===== config.mk =====
export PLATFORM = sky130hd
export DESIGN_NAME = matrix_result_collector
export DESIGN_NICKNAME = d
export VERILOG_FILES = /design/src/rtl/matrix_result_collector.sv
export SDC_FILE = /design/constraint.sdc
export NUM_CORES = 1
export LEC_CHECK = 0
export ABC_AREA = 1
export BUFFER_PORTS_ARGS = -buffer_cell sky130_fd_sc_hd__buf_2
export CORE_MARGIN = 2
export CORE_UTILIZATION = 40
export DETAILED_ROUTE_END_ITERATION = 12
export GPL_TIMING_DRIVEN = 0
export PLACE_DENSITY = 0.71
export SYNTH_ARGS = -nofsm -noshare
export SYNTH_HDL_FRONTEND = slang
export SYNTH_SLANG_ARGS = --single-unit

===== constraint.sdc =====
create_clock -name clk -period 4.1 [get_ports clk]
set_clock_uncertainty 0.05 [all_clocks]
set_input_delay 0.41 -clock clk [delete_from_list [all_inputs] [get_ports clk]]
set_output_delay 0.41 -clock clk [all_outputs]
set_load 0.05 [all_outputs]

===== src/rtl/matrix_result_collector.sv =====
// Collects row results from the processor array in strict row order
// and pushes them into the output FIFO; reports done or error.
module matrix_result_collector #(
  parameter int DATA_W   = 8,
  parameter int N_PROC   = 4,
  parameter int MAX_SIZE = 8,
  parameter int TIMEOUT  = 255
) (
  input  logic                     clk,
  input  logic                     reset,
  input  logic                     start,
  input  logic [DATA_W-1:0]        size,
  input  logic [N_PROC-1:0]        res_valid,
  input  logic [N_PROC*DATA_W-1:0] res_data,
  output logic [N_PROC-1:0]        res_ack,
  input  logic                     fifo_full,
  output logic                     fifo_push,
  output logic [DATA_W-1:0]        fifo_data,
  output logic                     busy,
  output logic [DATA_W-1:0]        row_cnt,
  output logic                     done,
  output logic                     err
);

  localparam int IW = $clog2(N_PROC);
  localparam int TW = $clog2(TIMEOUT + 1);
  localparam logic [DATA_W-1:0] MAX_V = DATA_W'(MAX_SIZE);
  localparam logic [TW-1:0]     TMO   = TW'(TIMEOUT);

  typedef enum logic [1:0] {
    IDLE,
    WAIT,
    DONE
  } state_t;

  state_t              state_q, state_d;
  logic [N_PROC-1:0]   res_ack_q, res_ack_d;
  logic                fifo_push_q, fifo_push_d;
  logic [DATA_W-1:0]   fifo_data_q, fifo_data_d;
  logic                busy_q, busy_d;
  logic [DATA_W-1:0]   row_cnt_q, row_cnt_d;
  logic                done_q, done_d;
  logic                err_q, err_d;
  logic [DATA_W-1:0]   size_q, size_d;
  logic [TW-1:0]       timer_q, timer_d;

  logic [IW-1:0]       idx;
  logic [DATA_W-1:0]   sel_data;
  logic [DATA_W-1:0]   row_nx;
  logic                take;

  assign idx    = row_cnt_q[IW-1:0];
  assign row_nx = row_cnt_q + DATA_W'(1);
  assign take   = res_valid[idx] && !fifo_full;

  always_comb begin
    sel_data = '0;
    for (int p = 0; p < N_PROC; p++) begin
      if (idx == IW'(p)) sel_data = res_data[p*DATA_W +: DATA_W];
    end
  end

  always_comb begin
    state_d     = state_q;
    res_ack_d   = '0;
    fifo_push_d = 1'b0;
    fifo_data_d = '0;
    row_cnt_d   = row_cnt_q;
    done_d      = 1'b0;
    err_d       = 1'b0;
    size_d      = size_q;
    timer_d     = timer_q;
    unique case (state_q)
      IDLE: begin
        if (start) begin
          if (size != '0 && size <= MAX_V) begin
            size_d    = size;
            row_cnt_d = '0;
            timer_d   = '0;
            state_d   = WAIT;
          end else begin
            err_d = 1'b1;
          end
        end
      end
      WAIT: begin
        if (take) begin
          fifo_push_d    = 1'b1;
          fifo_data_d    = sel_data;
          res_ack_d[idx] = 1'b1;
          row_cnt_d      = row_nx;
          timer_d        = '0;
          if (row_nx == size_q) state_d = DONE;
        end else if (timer_q == TMO) begin
          err_d   = 1'b1;
          state_d = IDLE;
        end else begin
          timer_d = timer_q + TW'(1);
        end
      end
      DONE: begin
        done_d  = 1'b1;
        state_d = IDLE;
      end
      default: state_d = IDLE;
    endcase
    busy_d = (state_d == WAIT);
  end

  always_ff @(posedge clk or negedge reset) begin
    if (!reset) begin
      state_q     <= IDLE;
      res_ack_q   <= '0;
      fifo_push_q <= 1'b0;
      fifo_data_q <= '0;
      busy_q      <= 1'b0;
      row_cnt_q   <= '0;
      done_q      <= 1'b0;
      err_q       <= 1'b0;
      size_q      <= '0;
      timer_q     <= '0;
    end else begin
      state_q     <= state_d;
      res_ack_q   <= res_ack_d;
      fifo_push_q <= fifo_push_d;
      fifo_data_q <= fifo_data_d;
      busy_q      <= busy_d;
      row_cnt_q   <= row_cnt_d;
      done_q      <= done_d;
      err_q       <= err_d;
      size_q      <= size_d;
      timer_q     <= timer_d;
    end
  end

  assign res_ack   = res_ack_q;
  assign fifo_push = fifo_push_q;
  assign fifo_data = fifo_data_q;
  assign busy      = busy_q;
  assign row_cnt   = row_cnt_q;
  assign done      = done_q;
  assign err       = err_q;

endmodule

==> results of run 1 <==
## layout make-up
type | count | area, µm² | area share
multi-input cells | 206 | 1071 | 0.3740
clock buffers | 6 | 72.57 | 0.02534
repair buffers | 71 | 355.3 | 0.1241
flip-flops and latches | 42 | 1051 | 0.3670
clock inverters | 2 | 13.76 | 0.004806
well taps | 72 | 90.09 | 0.03145
plain buffers | 6 | 45.04 | 0.01573
inverters | 44 | 165.2 | 0.05767
## placed cells by master (no fill, tap or decap), drive strengths merged
cell type / instances
ha: 5
nor2: 29
inv: 43
a22oi: 6
or2: 3
o21ai: 28
nand3: 23
clkinv: 3
o22ai: 5
a21boi: 1
a21oi: 11
buf: 75
nand4: 4
xnor2: 1
clkbuf: 8
nor3: 1
o211ai: 3
o21bai: 1
dfrtp: 42
nand2: 85
## power groups by stage
stage	registers [W]	logic [W]	clock network, W
CTS	0.000598	0.000939	0.000275
global route	0.000613	0.00103	0.000288
floorplan	0.000812	0.000504	0
global placement	0.000604	0.000920	0
finish	0.000597	0.000928	0.000268
detailed placement	0.000605	0.000933	0
## registers in the layout (all words and copies together), names as in the netlist
name / count
err: 1
fifo_data: 8
state_q: 2
done: 1
timer_q: 8
row_cnt: 8
busy: 1
size_q: 8
fifo_push: 1
res_ack: 4
## path summary, 6_finish.rpt
path / start / end / slack (ns) / cells past startpoint
setup / recovery: row_cnt[0]$_DFFE_PN0P_ / busy$_DFF_PN0_ / 2.07 / 12
hold reg to reg: state_q[0]$_DFF_PN0_ / done$_DFF_PN0_ / 0.37 / 1
setup reg to reg: row_cnt[0]$_DFFE_PN0P_ / busy$_DFF_PN0_ / 2.07 / 12
max in group asynchronous: reset / size_q[1]$_DFFE_PN0P_ / 3.24 / 1
min in group clk: res_data[30] / fifo_data[6]$_DFF_PN0_ / 0.29 / 3
hold / removal: reset / row_cnt[5]$_DFFE_PN0P_ / 0.19 / 1
## cell families after synthesis
logic type                 synth area share
DFF                                  0.4506
xor gates and xnor gates           0.003756
and+or+nand+nor                      0.2817
AOI/OAI and AO/OA                    0.1470
buffers and inverters               0.09013
adders and majority gates           0.02682
## per-stage QoR
step / setup slack, ns / cell area (µm²) / hold slack, ns / utilization
final: 2.072 / 2864 / 0.1928 / 0.5138
after detailed placement: 2.087 / 2778 / 0.3640 / 0.4983
after floorplan: 2.048 / 2332 / 0.06441 / -
after global placement: 2.109 / 2778 / 0.3602 / 0.4983
after global routing: 1.857 / 2864 / 0.2880 / 0.5138
after CTS: 2.057 / 2864 / 0.2264 / 0.5138
## metal layers
metal,GRT usage,wire (µm)
met3,0.04270,243
met4,0.05932,95
met1,0.2097,2406
met2,0.2842,2460
met5,0,0
## worst max-delay path: cells and delay by family (launching register included)
kind	cells	cell delay [ns]
AND/OR/NAND/NOR	10	0.90
buffers and inverters	1	0.23
flip-flops	1	0.51
adder cells (fa/ha/maj)	1	0.22
==> results_tabular.tex, run 1 <==
\begin{tabular}{lr}
\hline
Metric & Value \\
\hline
\multicolumn{2}{l}{\textbf{Clock tree}} \\
\quad H-tree depth & 2 \\
\quad Clk sinks & 42 \\
\quad Worst-Skew Late Latency & 0.30 ns \\
\quad Max Root-Sink Buffers & 2 \\
\quad Register clock-pin slew on the reported worst setup and hold paths & 0.09 ns \\
\quad Num CTS Buffers & 5 \\
\quad Buffers inserted during post-CTS setup optimization & 0 \\
\quad CTS tree & built \\
\quad CTS Hold Bufs & 0 \\
\quad CTS resizes & 0 \\
\quad Root buf cell & sky130\_fd\_sc\_hd\_\_clkbuf\_8 \\
\multicolumn{2}{l}{\textbf{Yosys}} \\
\quad Ranking of synthesized cells by instance count & sky130\_fd\_sc\_hd\_\_nand2\_1 (74), sky130\_fd\_sc\_hd\_\_dfrtp\_1 (42), sky130\_fd\_sc\_hd\_\_inv\_1 (41) \\
\quad Mapped Cells & 298 \\
\quad Yosys top cell by area & sky130\_fd\_sc\_hd\_\_dfrtp\_1 \\
\quad FFs w/ async S/R, synth & 1.000 \\
\quad Warnings, synthesis & 0 \\
\quad Flops \& latches, synth & 42 \\
\quad Commonest register cell after synthesis & sky130\_fd\_sc\_hd\_\_dfrtp\_1 \\
\quad Most frequently used cell type in the post-synthesis netlist & sky130\_fd\_sc\_hd\_\_nand2\_1 \\
\quad Number of different library cells in the post-synthesis netlist & 29 \\
\quad Register area share after synthesis & 0.4506 \\
\quad Avg Cell Area, Syn & 7.826 µm² \\
\quad Syn nets & 351 \\
\quad Top cells by area in the synthesized netlist & sky130\_fd\_sc\_hd\_\_dfrtp\_1 (45\%), sky130\_fd\_sc\_hd\_\_nand2\_1 (12\%), sky130\_fd\_sc\_hd\_\_inv\_1 (6.6\%) \\
\quad Cell Area, Synth & 2332 µm² \\
\quad Portion of synthesized cell area occupied by the leading cell type & 0.4506 \\
\quad Number of enable flip-flop cells after synthesis & 0 \\
\multicolumn{2}{l}{\textbf{Critical path}} \\
\quad WP data arrival & 2.17 ns \\
\quad Launching element type of the critical path & flip-flop \\
\quad Slowest cell on the critical path & sky130\_fd\_sc\_hd\_\_dfrtp\_1 \\
\quad Worst-path maximum fanout & 10 \\
\quad Kind of critical path & flip-flop to flip-flop \\
\quad Endpoint required time on the critical path & 4.24 ns \\
\quad Top cell by count, worst path & sky130\_fd\_sc\_hd\_\_nand2\_1 \\
\quad Cell Chain, Critical Path & ha\_1 -> clkinv\_1 -> nand2\_1 -> nand2\_1 -> nand2\_1 -> nand2\_1 -> nor2\_1 -> nand3\_1 -> nor2\_1 -> nand3\_1 -> nand2\_1 -> nand2\_1 \\
\quad Stage delay of the slowest cell on the critical path & 0.51 ns \\
\quad Kind of capture point of the worst setup path & flip-flop \\
\multicolumn{2}{l}{\textbf{Place}} \\
\quad \# placed instances & 441 \\
\quad Detailed placer's ending HPWL & 3916 µm \\
\quad Global placer's final weighted congestion & 0.8112 \\
\quad Count of port buffers added during placement & 71 \\
\multicolumn{2}{l}{\textbf{Route}} \\
\quad Number of design rule violations left after detail routing & 0 \\
\quad Number of vias in the routed layout & 2173 \\
\quad Drt pass-1 iters & 4 \\
\quad Number of antenna-violating nets in the routed design & 0 \\
\quad Average wire length per cell after detail routing & 11.59 µm \\
\quad Number of design-rule violations left by the first detailed-router iteration & 78 \\
\quad Wire length reported by the detailed router & 5206 µm \\
\quad Via/cell ratio & 4.840 \\
\multicolumn{2}{l}{\textbf{STA}} \\
\quad Total Neg Setup Slack & 0 ns \\
\quad Number of pins with negative max-slew slack in the final report & 0 \\
\quad Achievable Freq & 493.2 MHz \\
\quad Setup violation total in the final timing report & 0 \\
\quad Setup repair after global routing missed its margin & false \\
\quad Post-layout minimum cycle time & 2.028 ns \\
\quad Pin slew with the least headroom to its limit & 0.9131 ns \\
\quad Max-Slew Margin vs Limit & 0.3913 \\
\quad Fraction of the cycle the final worst path needs & 0.4945 \\
\quad Final hold violation count & 0 \\
\multicolumn{2}{l}{\textbf{GRT}} \\
\quad Overflow after GRT & 0 \\
\quad GRT Total Usage & 0.1689 \\
\quad Largest net degree at the start of global routing & 43 \\
\quad First-pass GRT wire length & 8466 µm \\
\quad Vias in the first global route & 1950 \\
\quad Number of antenna violations at the first check in global routing & 0 \\
\multicolumn{2}{l}{\textbf{Cells and area}} \\
\quad Nets & 429 \\
\quad Layout-stage area growth over the synthesis result & 22.80\% \\
\quad Post-layout instance count excluding filler cells & 449 \\
\quad Share of final-layout standard cells stronger than drive strength 1 & 0.2944 \\
\quad Antenna fix cells & 0 \\
\quad Fill cell count & 560 \\
\multicolumn{2}{l}{\textbf{Pwr}} \\
\quad Internal power & 0.0009133 W \\
\quad IR drop worst, VDD & 0.4094 mV \\
\quad Clock Power Share & 0.149 \\
\quad Leak pwr & 1.540 nW \\
\quad Share of total power consumed by net switching & 0.4905 \\
\quad Relative contribution of sequential cells to total power & 0.333 \\
\quad Post-layout total power & 0.001792 W \\
\quad Combinational share of power & 0.518 \\
\quad Power per unit of standard cell area & 625.9 nW/µm² \\
\quad Switching pwr & 0.0008792 W \\
\multicolumn{2}{l}{\textbf{Status}} \\
\quad Run status & completed \\
\multicolumn{2}{l}{\textbf{Floorplanning}} \\
\quad Height of the chip & 80.36 µm \\
\quad Placeable core region & 5574 µm² \\
\quad Die area & 6458 µm² \\
\quad Ports & 72 \\
\quad Die extent in x & 80.36 µm \\
\quad Core Rows & 27 \\
\quad Starting Density & 0.4184 \\
\multicolumn{2}{l}{\textbf{Worst hold path}} \\
\quad Min-delay worst type & input port to async pin \\
\multicolumn{2}{l}{\textbf{Flow run}} \\
\quad Max-cap check violation count & 0 \\
\hline
\end{tabular}
Power figures use the tool's default switching activity.
==> run 2: changes to the inputs <==
- PLACE_DENSITY: 0.71 -> 0.73
- clock period: 4.1 -> 1.85 ns (I/O delays scaled with it)
==> results_tabular.tex, run 2 (synthesis gave the netlist of run 1 again) <==
\begin{tabular}{lr}
\hline
Metric & Value \\
\hline
\multicolumn{2}{l}{\textbf{Clock tree}} \\
\quad H-tree depth & 2 (unchanged) \\
\quad Register clock-pin slew on the reported worst setup and hold paths & 0.08 ns (about the same) \\
\quad Clk sinks & 42 (unchanged) \\
\quad Num CTS Buffers & 5 (unchanged) \\
\quad Max Root-Sink Buffers & 2 (unchanged) \\
\quad Root buf cell & sky130\_fd\_sc\_hd\_\_clkbuf\_8 \\
\quad CTS tree & built \\
\quad Worst-Skew Late Latency & 0.30 ns (about the same) \\
\multicolumn{2}{l}{\textbf{Floorplanning}} \\
\quad Core Rows & 27 (unchanged) \\
\quad Die extent in x & 80.36 µm (unchanged) \\
\quad Starting Density & 0.4184 (unchanged) \\
\quad Die area & 6458 µm² (unchanged) \\
\quad Placeable core region & 5574 µm² (unchanged) \\
\quad Height of the chip & 80.36 µm (unchanged) \\
\quad Ports & 72 (unchanged) \\
\multicolumn{2}{l}{\textbf{Critical path}} \\
\quad Reg2reg start & row\_cnt[1]\$\_DFFE\_PN0P\_ \\
\quad Endpoint required time on the critical path & 2.00 ns (-2.24 ns) \\
\quad Terminus of the critical flop-to-flop path & busy\$\_DFF\_PN0\_ \\
\quad Kind of critical path & flip-flop to flip-flop \\
\quad WP data arrival & 1.90 ns (-0.27 ns) \\
\quad Last element of the critical path & busy\$\_DFF\_PN0\_ \\
\quad Worst-path maximum fanout & 6 (-4) \\
\quad Kind of capture point of the worst setup path & flip-flop \\
\quad Internal reg-to-reg setup slack & 0.1 ns (-1.97 ns) \\
\quad Setup crit start & row\_cnt[1]\$\_DFFE\_PN0P\_ \\
\quad Launching element type of the critical path & flip-flop \\
\quad Number of cells on the worst reg-to-reg path & 12 (unchanged) \\
\multicolumn{2}{l}{\textbf{Cells and area}} \\
\quad Share of final-layout standard cells stronger than drive strength 1 & 0.3490 (+0.05453) \\
\quad Most used cells in the layout excluding fill and tap cells & sky130\_fd\_sc\_hd\_\_buf\_2 (73), sky130\_fd\_sc\_hd\_\_nand2\_1 (72), sky130\_fd\_sc\_hd\_\_dfrtp\_1 (40) \\
\quad Nets & 436 (+1.6\%) \\
\quad Antenna fix cells & 0 (unchanged) \\
\quad Fill cell count & 552 (-1.4\%) \\
\quad Layout-stage area growth over the synthesis result & 30.69\% \\
\quad Leading cell type in the layout, fill and taps excluded & sky130\_fd\_sc\_hd\_\_buf\_2 \\
\multicolumn{2}{l}{\textbf{Status}} \\
\quad Failing checks & negative hold slack \\
\quad Run status & finished, violations left \\
\multicolumn{2}{l}{\textbf{GRT}} \\
\quad First-pass GRT wire length & 9287 µm (+9.7\%) \\
\quad Met3 usage in global routing & 0.04157 (-0.001124) \\
\quad Vias in the first global route & 2136 (+9.5\%) \\
\quad Overflow after GRT & 0 (unchanged) \\
\quad Top Usage Layer GRT & met2 \\
\quad Largest net degree at the start of global routing & 43 (unchanged) \\
\quad GRT Total Usage & 0.1828 (+0.01392) \\
\quad Met2 track utilization from global routing & 0.3342 (+0.05000) \\
\quad Number of antenna violations at the first check in global routing & 0 (unchanged) \\
\quad Global routing usage on met1 & 0.2171 (+0.007442) \\
\multicolumn{2}{l}{\textbf{STA}} \\
\quad Total Neg Setup Slack & 0 ns (unchanged) \\
\quad Achievable Freq & 570.9 MHz (+16\%) \\
\quad Pin slew with the least headroom to its limit & 0.9249 ns (+0.01181 ns) \\
\quad Final hold violation count & 42 (+42) \\
\quad Max-Slew Margin vs Limit & 0.3834 (-0.007876) \\
\quad Fraction of the cycle the final worst path needs & 0.9467 (+0.4522) \\
\quad Post-layout minimum cycle time & 1.751 ns (-0.2762 ns) \\
\quad Number of pins with negative max-slew slack in the final report & 0 (unchanged) \\
\quad Setup violation total in the final timing report & 0 (unchanged) \\
\quad Setup repair after global routing missed its margin & true \\
\quad Worst hold slack & -0.03503 ns (-0.2279 ns) \\
\multicolumn{2}{l}{\textbf{Pwr}} \\
\quad Leak pwr & 1.617 nW (+5.0\%) \\
\quad Power per unit of standard cell area & 1489 nW/µm² (+140\%) \\
\quad IR drop worst, VDD & 0.8621 mV (+110\%) \\
\multicolumn{2}{l}{\textbf{Place}} \\
\quad Global placer's final weighted congestion & 0.8141 (+0.36\%) \\
\quad Detailed placer's ending HPWL & 4123 µm (+5.3\%) \\
\quad Count of port buffers added during placement & 71 (unchanged) \\
\multicolumn{2}{l}{\textbf{Route}} \\
\quad Number of antenna-violating nets in the routed design & 0 (unchanged) \\
\quad Via/cell ratio & 4.783 (-1.2\%) \\
\quad Number of vias in the routed layout & 2181 (+0.37\%) \\
\quad Wire length reported by the detailed router & 5576 µm (+7.1\%) \\
\quad Average wire length per cell after detail routing & 12.23 µm (+5.5\%) \\
\quad Number of design rule violations left after detail routing & 0 (unchanged) \\
\quad Drt pass-1 iters & 4 (unchanged) \\
\quad Number of design-rule violations left by the first detailed-router iteration & 57 (-27\%) \\
\multicolumn{2}{l}{\textbf{Worst hold path}} \\
\quad Min-delay worst type & input port to async pin \\
\multicolumn{2}{l}{\textbf{Flow run}} \\
\quad Max-cap check violation count & 0 (unchanged) \\
\hline
\end{tabular}
==> run 2: power by group <==
| group | switching (W) | internal [W] |
|---|---|---|
| clock network | 0.000330 | 0.000576 |
| registers | 0.000196 | 0.00114 |
| logic | 0.00153 | 0.000766 |
| total | 0.00206 | 0.00248 |
==> run 2: layout make-up <==
type | instances | area [µm²] | area share
well taps | 72 | 90.09 | 0.02956
repair buffers | 79 | 415.4 | 0.1363
multi-input cells | 206 | 1127 | 0.3699
plain buffers | 5 | 48.80 | 0.01601
flip-flops and latches | 42 | 1054 | 0.3456
clock buffers | 6 | 82.58 | 0.02709
inverters | 44 | 170.2 | 0.05583
clock inverters | 2 | 60.06 | 0.01970
==> run 2: worst min path at each step <==
stage	endpoint	cells after the start
detailed placement	busy$_DFF_PN0_	1
floorplan	busy$_DFF_PN0_	0
finish	busy$_DFF_PN0_	1
global route	busy$_DFF_PN0_	1
CTS	row_cnt[5]$_DFFE_PN0P_	1
global placement	busy$_DFF_PN0_	1
==> run 2: repair_timing <==
action / 4_1_cts / 5_1_grt
setup endpoints to repair: 10 / 15
gates resized for setup: 2 / 17
buffers inserted: 2 / 6
cloned: 0 / 0
hold buffers: 0 / 0
pin swaps: 0 / 6
==> run 2: critical path, stage by stage, from the launching register on <==
cell,delay [ns]
sky130_fd_sc_hd__dfrtp_2,0.47
sky130_fd_sc_hd__ha_4,0.19
sky130_fd_sc_hd__buf_8,0.13
sky130_fd_sc_hd__nand3_2,0.09
sky130_fd_sc_hd__inv_1,0.06
sky130_fd_sc_hd__nand2_1,0.08
sky130_fd_sc_hd__nand2_1,0.07
sky130_fd_sc_hd__nand2_1,0.07
sky130_fd_sc_hd__nand2_1,0.06
sky130_fd_sc_hd__nor2_1,0.11
sky130_fd_sc_hd__nand3_1,0.12
sky130_fd_sc_hd__nand2_1,0.10
sky130_fd_sc_hd__nand2_1,0.06
==> run 2: per-layer routing <==
layer | vias up | routed length, µm
met5 | - | 0
met4 | 0 | 41
met3 | 4 | 243
met1 | 997 | 2456
met2 | 52 | 2835
li1 | 1128 | -
==> run 2: through the flow <==
step / total power (W) / utilization / worst slack [ns] / std cells / area, µm²
floorplan: 0.002932 / - / 0.02206 / 298 / 2347
global placement: 0.003390 / 0.5010 / -0.1113 / 441 / 2793
detailed placement: 0.003438 / 0.5010 / -0.1426 / 441 / 2793
CTS: 0.004388 / 0.5293 / 0.0006322 / 450 / 2950
global route: 0.004863 / 0.5468 / -0.04384 / 456 / 3048
finish: 0.004538 / 0.5468 / 0.09851 / 456 / 3048
